[config.mk]
export PLATFORM = sky130hd
export DESIGN_NAME = mem_port_arbiter_flat
export DESIGN_NICKNAME = d
export VERILOG_FILES = /design/src/rtl/mem_port_arbiter_pkg.sv /design/src/rtl/mem_port_arbiter_if.sv /design/src/rtl/mem_port_arbiter.sv /design/src/flat_wrapper.sv
export SDC_FILE = /design/constraint.sdc
export NUM_CORES = 1
export LEC_CHECK = 0
export CAP_MARGIN = 10
export CELL_PAD_IN_SITES_DETAIL_PLACEMENT = 1
export CELL_PAD_IN_SITES_GLOBAL_PLACEMENT = 1
export CORE_MARGIN = 2
export CORE_UTILIZATION = 11
export DETAILED_ROUTE_END_ITERATION = 8
export GPL_ROUTABILITY_DRIVEN = 0
export PLACE_DENSITY = 0.9
export SLEW_MARGIN = 20
export SYNTH_ARGS = -nofsm -noshare
export SYNTH_HDL_FRONTEND = slang
export SYNTH_SLANG_ARGS = --single-unit
[constraint.sdc]
create_clock -name clk -period 1.8 [get_ports clk]
set_input_delay 0.18 -clock clk [delete_from_list [all_inputs] [get_ports clk]]
set_output_delay 0.18 -clock clk [all_outputs]
set_load 0.05 [all_outputs]
[src/rtl/mem_port_arbiter_pkg.sv]
// Shared types and helpers for the unified instruction/data memory port arbiter.
package mem_port_arbiter_pkg;

    // Which port owns the read data returning from memory this cycle.
    typedef enum logic [1:0] {
        RESP_NONE = 2'd0,
        RESP_IF   = 2'd1,
        RESP_D    = 2'd2
    } resp_owner_t;

    // Width of the fetch starvation counter; saturates at its maximum value.
    localparam int STARVE_W = 3;

    // Byte address to word address: drops the two byte-offset bits.
    // Works on a wide container; callers truncate to their word-address width.
    function automatic logic [63:0] word_addr(input logic [63:0] byte_addr);
        return byte_addr >> 2;
    endfunction

endpackage

[src/rtl/mem_port_arbiter_if.sv]
// Bundle of fetch, data and memory-side signals around the memory port arbiter.
interface mem_port_arbiter_if #(
    parameter int ADDR_W = 32,
    parameter int DATA_W = 32
);
    // Fetch port
    logic              if_req;
    logic [ADDR_W-1:0] if_addr;
    logic              if_gnt;
    logic              if_rvalid;
    logic [DATA_W-1:0] if_rdata;
    logic              stall_if;

    // Data port
    logic              d_req;
    logic              d_we;
    logic [ADDR_W-1:0] d_addr;
    logic [DATA_W-1:0] d_wdata;
    logic              d_gnt;
    logic              d_rvalid;
    logic [DATA_W-1:0] d_rdata;

    // Memory macro side
    logic              mem_en;
    logic              mem_we;
    logic [ADDR_W-3:0] mem_addr;
    logic [DATA_W-1:0] mem_wdata;
    logic [DATA_W-1:0] mem_rdata;

    // Arbiter view
    modport slave (
        input  if_req, if_addr,
        output if_gnt, if_rvalid, if_rdata, stall_if,
        input  d_req, d_we, d_addr, d_wdata,
        output d_gnt, d_rvalid, d_rdata,
        output mem_en, mem_we, mem_addr, mem_wdata,
        input  mem_rdata
    );

    // Pipeline stages plus memory macro view
    modport master (
        output if_req, if_addr,
        input  if_gnt, if_rvalid, if_rdata, stall_if,
        output d_req, d_we, d_addr, d_wdata,
        input  d_gnt, d_rvalid, d_rdata,
        input  mem_en, mem_we, mem_addr, mem_wdata,
        output mem_rdata
    );

endinterface

[src/rtl/mem_port_arbiter.sv]
// Shares one synchronous-read memory between instruction fetch and data access.
// Data has priority; fetch is forced through after STARVE_MAX consecutive data
// grants made while it waited. Read data is steered back one cycle after grant.
module mem_port_arbiter
    import mem_port_arbiter_pkg::*;
#(
    parameter int ADDR_W     = 32,
    parameter int DATA_W     = 32,
    parameter int STARVE_MAX = 4
) (
    input logic              clk,
    input logic              rst,
    mem_port_arbiter_if.slave bus
);

    localparam logic [STARVE_W-1:0] STARVE_LIM = STARVE_W'(STARVE_MAX);
    localparam logic [STARVE_W-1:0] STARVE_SAT = {STARVE_W{1'b1}};

    resp_owner_t         resp_q;
    resp_owner_t         resp_d;
    logic [STARVE_W-1:0] starve_q;
    logic [STARVE_W-1:0] starve_d;

    logic                if_gnt_s;
    logic                d_gnt_s;
    logic [ADDR_W-1:0]   sel_addr_s;
    logic [DATA_W-1:0]   sel_wdata_s;

    // Grant decision: data first, fetch when alone or when it has starved long enough.
    always_comb begin
        if_gnt_s = 1'b0;
        d_gnt_s  = 1'b0;
        if (!rst) begin
            if_gnt_s = 1'b0;
            d_gnt_s  = 1'b0;
        end else begin
            case ({bus.if_req, bus.d_req})
                2'b01: d_gnt_s = 1'b1;
                2'b10: if_gnt_s = 1'b1;
                2'b11: begin
                    if (starve_q == STARVE_LIM) begin
                        if_gnt_s = 1'b1;
                    end else begin
                        d_gnt_s = 1'b1;
                    end
                end
                default: begin
                    if_gnt_s = 1'b0;
                    d_gnt_s  = 1'b0;
                end
            endcase
        end
    end

    // Steer address and write data from whichever port holds the grant.
    always_comb begin
        sel_addr_s  = bus.if_addr;
        sel_wdata_s = {DATA_W{1'b0}};
        if (d_gnt_s) begin
            sel_addr_s  = bus.d_addr;
            sel_wdata_s = bus.d_wdata;
        end else begin
            sel_addr_s  = bus.if_addr;
            sel_wdata_s = {DATA_W{1'b0}};
        end
    end

    // Next-state for starvation counter and response owner.
    always_comb begin
        starve_d = starve_q;
        resp_d   = RESP_NONE;

        if (!bus.if_req) begin
            starve_d = {STARVE_W{1'b0}};
        end else if (if_gnt_s) begin
            starve_d = {STARVE_W{1'b0}};
        end else if (d_gnt_s && (starve_q != STARVE_SAT)) begin
            starve_d = starve_q + {{(STARVE_W-1){1'b0}}, 1'b1};
        end else begin
            starve_d = starve_q;
        end

        // Writes complete on their grant edge and never produce a response.
        if (if_gnt_s) begin
            resp_d = RESP_IF;
        end else if (d_gnt_s && !bus.d_we) begin
            resp_d = RESP_D;
        end else begin
            resp_d = RESP_NONE;
        end
    end

    // State registers; synchronous active-low reset drops any read in flight.
    always_ff @(posedge clk) begin
        if (!rst) begin
            resp_q   <= RESP_NONE;
            starve_q <= {STARVE_W{1'b0}};
        end else begin
            resp_q   <= resp_d;
            starve_q <= starve_d;
        end
    end

    assign bus.if_gnt    = if_gnt_s;
    assign bus.d_gnt     = d_gnt_s;
    assign bus.stall_if  = bus.if_req & ~if_gnt_s;

    assign bus.mem_en    = if_gnt_s | d_gnt_s;
    assign bus.mem_we    = d_gnt_s & bus.d_we;
    assign bus.mem_addr  = (ADDR_W-2)'(word_addr(64'(sel_addr_s)));
    assign bus.mem_wdata = sel_wdata_s;

    assign bus.if_rvalid = (resp_q == RESP_IF);
    assign bus.d_rvalid  = (resp_q == RESP_D);
    assign bus.if_rdata  = bus.mem_rdata;
    assign bus.d_rdata   = bus.mem_rdata;

endmodule

[src/flat_wrapper.sv]
// flat-port wrapper written by rule: the top's interface ports become plain ports
module mem_port_arbiter_flat import mem_port_arbiter_pkg::*;
#(
    parameter int ADDR_W     = 32,
    parameter int DATA_W     = 32,
    parameter int STARVE_MAX = 4
)
  (clk, rst, bus_if_req, bus_if_addr, bus_if_gnt, bus_if_rvalid, bus_if_rdata, bus_stall_if, bus_d_req, bus_d_we, bus_d_addr, bus_d_wdata, bus_d_gnt, bus_d_rvalid, bus_d_rdata, bus_mem_en, bus_mem_we, bus_mem_addr, bus_mem_wdata, bus_mem_rdata);
  mem_port_arbiter_if #(.ADDR_W(ADDR_W), .DATA_W(DATA_W)) bus_i ();
  input logic clk;
  input logic rst;
  input wire logic [$bits(bus_i.if_req)-1:0] bus_if_req;
  input wire logic [$bits(bus_i.if_addr)-1:0] bus_if_addr;
  output wire logic [$bits(bus_i.if_gnt)-1:0] bus_if_gnt;
  output wire logic [$bits(bus_i.if_rvalid)-1:0] bus_if_rvalid;
  output wire logic [$bits(bus_i.if_rdata)-1:0] bus_if_rdata;
  output wire logic [$bits(bus_i.stall_if)-1:0] bus_stall_if;
  input wire logic [$bits(bus_i.d_req)-1:0] bus_d_req;
  input wire logic [$bits(bus_i.d_we)-1:0] bus_d_we;
  input wire logic [$bits(bus_i.d_addr)-1:0] bus_d_addr;
  input wire logic [$bits(bus_i.d_wdata)-1:0] bus_d_wdata;
  output wire logic [$bits(bus_i.d_gnt)-1:0] bus_d_gnt;
  output wire logic [$bits(bus_i.d_rvalid)-1:0] bus_d_rvalid;
  output wire logic [$bits(bus_i.d_rdata)-1:0] bus_d_rdata;
  output wire logic [$bits(bus_i.mem_en)-1:0] bus_mem_en;
  output wire logic [$bits(bus_i.mem_we)-1:0] bus_mem_we;
  output wire logic [$bits(bus_i.mem_addr)-1:0] bus_mem_addr;
  output wire logic [$bits(bus_i.mem_wdata)-1:0] bus_mem_wdata;
  input wire logic [$bits(bus_i.mem_rdata)-1:0] bus_mem_rdata;
  assign bus_i.if_req = bus_if_req;
  assign bus_i.if_addr = bus_if_addr;
  assign bus_if_gnt = bus_i.if_gnt;
  assign bus_if_rvalid = bus_i.if_rvalid;
  assign bus_if_rdata = bus_i.if_rdata;
  assign bus_stall_if = bus_i.stall_if;
  assign bus_i.d_req = bus_d_req;
  assign bus_i.d_we = bus_d_we;
  assign bus_i.d_addr = bus_d_addr;
  assign bus_i.d_wdata = bus_d_wdata;
  assign bus_d_gnt = bus_i.d_gnt;
  assign bus_d_rvalid = bus_i.d_rvalid;
  assign bus_d_rdata = bus_i.d_rdata;
  assign bus_mem_en = bus_i.mem_en;
  assign bus_mem_we = bus_i.mem_we;
  assign bus_mem_addr = bus_i.mem_addr;
  assign bus_mem_wdata = bus_i.mem_wdata;
  assign bus_i.mem_rdata = bus_mem_rdata;
  mem_port_arbiter #(.ADDR_W(ADDR_W), .DATA_W(DATA_W), .STARVE_MAX(STARVE_MAX)) u_core (.clk(clk), .rst(rst), .bus(bus_i));
endmodule
==> results by group <==
CTS
  • Total number of H-tree levels: 1
  • Clock slew at the register clock pins of the worst setup and hold paths: 30 ps
  • Root buffer cell: clkbuf_16
  • Post-CTS Hold Buffers: 0
  • Insertion delay of the later-clocked pin in the worst-skew pair: 230 ps
  • CTS Sinks: 5
  • Bufs on Longest Clock Path: 2
  • Number of buffers inserted during clock tree synthesis: 3
  • Clock tree from TritonCTS: built

Finish
  • Diodes inserted: 0
  • Most frequent cells in the layout: clkdlybuf4s50_1, buf_12, and2_4
  • Layout cell share with drive strength beyond 1: 57.5%
  • Most common cell after layout, fill and taps aside: clkdlybuf4s50_1
  • Area Overhead vs Synth: 169%
  • Final-stage net count: 424
  • Number of filler instances in the final layout: 1,429
  • Final Cell Area: 3820 um^2

Floorplanning
  • Horizontal die dimension: 118 um
  • Core footprint: 12,600 um^2
  • Floorplan die area: 13,800 um^2
  • Total I/O pin count: 266
  • Std-Cell Rows: 41
  • Effective utilization at floorplan: 11.2%
  • Height of the die: 118 um

STA
  • Unrepaired setup endpoints after global routing: yes
  • Final critical path time including I/O delays and setup: 1970 ps
  • Fin. Hold Viols: 0
  • Final worst-path setup slack: -174 ps
  • Max Transition Viols Final: 0
  • Clock tree skew after final layout: 2.67 ps
  • Maximum clock frequency: 507 MHz
  • Measured slew at the worst slew-check pin: 493 ps
  • Number of setup violations in the final report: 49
  • Max-Slew Margin vs Limit: 67.0%
  • Final Cycle Share: 110%

Job
  • # Max-Cap Violations: 0

Drt
  • Remaining DRCs: 0
  • Final antenna-violating net count: 0
  • Total vias in the final route: 1,561
  • 1st-iter DRT viols: 32
  • Via density per instance: 3.40
  • Number of optimization iterations in the first detailed-route pass: 2
  • Wire length per cell after detailed routing: 15.9 um
  • Final WL: 7.30 mm

Synthesis
  • Yosys Warn Count: 0
  • Register area share after synthesis: 7.05%
  • Cell type with the highest aggregate area in the netlist: buf_4
  • Basic-gate share of the synthesized area counting and, or, nand and nor cells: 21.5%
  • Xor and xnor area share after synthesis: 0.617%
  • Dominant combinational cell family by area after synthesis: buffers and inverters
  • Mux cell area share after synthesis: 27.8%
  • Nets in the synthesized netlist: 303
  • Post-synthesis share of cell area spent on full adders, half adders and majority gates: 2.65%
  • Mean cell area of the mapped netlist: 8.50 um^2
  • Synthesized-area fraction occupied by ao, oa, aoi and oai cells: 2.47%
  • Summed instance area of the synthesized netlist: 1420 um^2
  • Yosys reg bits: 5
  • Top area cells in the synthesized netlist: buf_4, mux2_4, and2_1
  • Library cells used by synthesis: 24
  • Yosys top cell area share: 33.9%
  • Number of instances in the synthesized netlist: 167

Critical path
  • First element of the critical path: u_core.starve_q[0]$_SDFFE_PP0P_
  • Critical path data required time: 1620 ps
  • Reg2reg setup slack: 250 ps
  • Arrival time of data at the critical path endpoint: 1790 ps
  • Logic depth of the worst register-to-register path: 7
  • End of the worst register-to-register path: u_core.starve_q[1]$_SDFFE_PP0P_
  • Worst Setup Start Kind: flop
  • Largest fanout on the critical path: 8
  • CP endpoint kind: primary output
  • WS Path Type: flop to primary output
  • Launching point of the worst reg2reg path: u_core.starve_q[1]$_SDFFE_PP0P_
  • Critical path destination: bus_mem_addr[22]

Place
  • Pre-CTS setup slack: -129 ps
  • Cell Area, Placed: 3370 um^2
  • I/O Buffers: 165
  • Dpl hpwl: 6.01 mm

Power and ir drop
  • Proportion of power drawn by flip-flops and latches: 7.1%
  • Switching share of power: 35.9%
  • Peak VDD IR: 0.000319 V
  • Int Pwr: 1.05 mW
  • Clock power share: 22.2%
  • Power per cell area: 430 nW/um^2
  • Sw power: 0.590 mW
  • Logic gate share of total power: 70.7%
  • Leak Pwr: 1.61 nW

GRT
  • Number of global-route vias before repair: 1,876
  • GRT Overall Usage: 10.5%
  • First-pass GRT wire length: 11.4 mm
  • Largest net degree at the start of global routing: 17
  • Initial antenna violation count: 1
  • Global route total overflow: 0

Min path
  • HP Class: input port to primary output

Outcome
  • Outcome: finished, violations left
  • Violations in the final reports: negative setup slack
-- repair_timing --
item	CTS	global route
gates resized for setup	87	3
pin swaps	16	2
endpoints found under the setup margin	65	65
setup buffers	6	3
cloned	3	0
-- power by group through the flow --
stage          combinational, mW  clock [mW]  sequential, mW
2_1_floorplan              0.857           0           0.117
3_3_place_gp                1.03           0           0.117
3_5_place_dp                1.04           0           0.117
4_1_cts                     1.17       0.372           0.116
5_1_grt                     1.20       0.390           0.116
6_report                    1.16       0.365           0.116
-- cells in the mapped netlist --
master and instances:
inv_1 2, buf_6 3, and3_4 1, dfxtp_1 5, mux2_2 15, o21a_1 1, and2_1 33, nand2_1 1
mux2_4 15, and3_1 1, nand3b_1 1, ha_1 3, buf_2 1, nand3_1 3, nor2b_1 4, nor2_1 3
a21oi_1 2, buf_4 64, and3b_1 1, o21ai_0 2, xor2_1 1, clkbuf_1 3, a21boi_0 1, nand3_2 1
-- kinds of logic (layout without fill, tap and decap cells) --
family                   Yosys count  count (layout)
AO/OA/AOI/OAI                      6               6
XOR/XNOR                           1               1
adder cells (fa/ha/maj)            3               3
buffers and inverters             73             193
flip-flops                         5               5
multiplexers                      30              30
AND/OR/NAND/NOR                   49              49
-- critical path: stages (launching register included) --
cell     delay (ps)
dfxtp_2         330
inv_2            40
ha_4            160
nand3_4          80
and3_4          210
buf_12          130
buf_12          140
mux2_4          320
buf_12          150
-- metal layers --
metal	part of all wire, %	vias up	global-route usage (%)
met2	56	111	20.8
li1	-	715	-
met1	32	723	9.86
met5	0.23	-	0
met4	0.89	2	1.28
met3	10	10	5.23
-- state kept, by name (all words and copies together), names as in the netlist --
name	flops
u_core.starve_q	3
u_core.resp_q	2
-- through the flow --
stage / power, mW / cells / hold WS (ps) / utilization (%) / setup TNS, ps
3_3_place_gp: 1.14 / 445 / 361 / 26.7 / -2480
4_1_cts: 1.66 / 457 / 361 / 30.3 / -7020
2_1_floorplan: 0.974 / 167 / 252 / - / 0
5_1_grt: 1.71 / 459 / 360 / 30.3 / -9090
3_5_place_dp: 1.16 / 445 / 361 / 26.7 / -3000
6_report: 1.64 / 459 / 360 / 30.3 / -5750
-- area by class of cell --
type	count	area, um^2	area share, %
sequential	5	103	2.68
inverter	2	7.51	0.196
timing repair buffer	187	2490	65.1
multi-input combinational	89	930	24.3
clock buffer	4	78.8	2.06
tap	172	215	5.63
-- worst min path at each step --
stage / from / to / slack, ps / cells past startpoint
6_report: bus_mem_rdata[28] / bus_d_rdata[28] / 360 / 0
4_1_cts: bus_mem_rdata[6] / bus_d_rdata[6] / 360 / 0
5_1_grt: bus_mem_rdata[28] / bus_d_rdata[28] / 360 / 0
3_5_place_dp: bus_mem_rdata[6] / bus_d_rdata[6] / 360 / 0
3_3_place_gp: bus_mem_rdata[6] / bus_d_rdata[6] / 360 / 0
2_1_floorplan: bus_d_we / u_core.resp_q[1]$_SDFF_PP0_ / 250 / 1
Power figures use the tool's default switching activity.
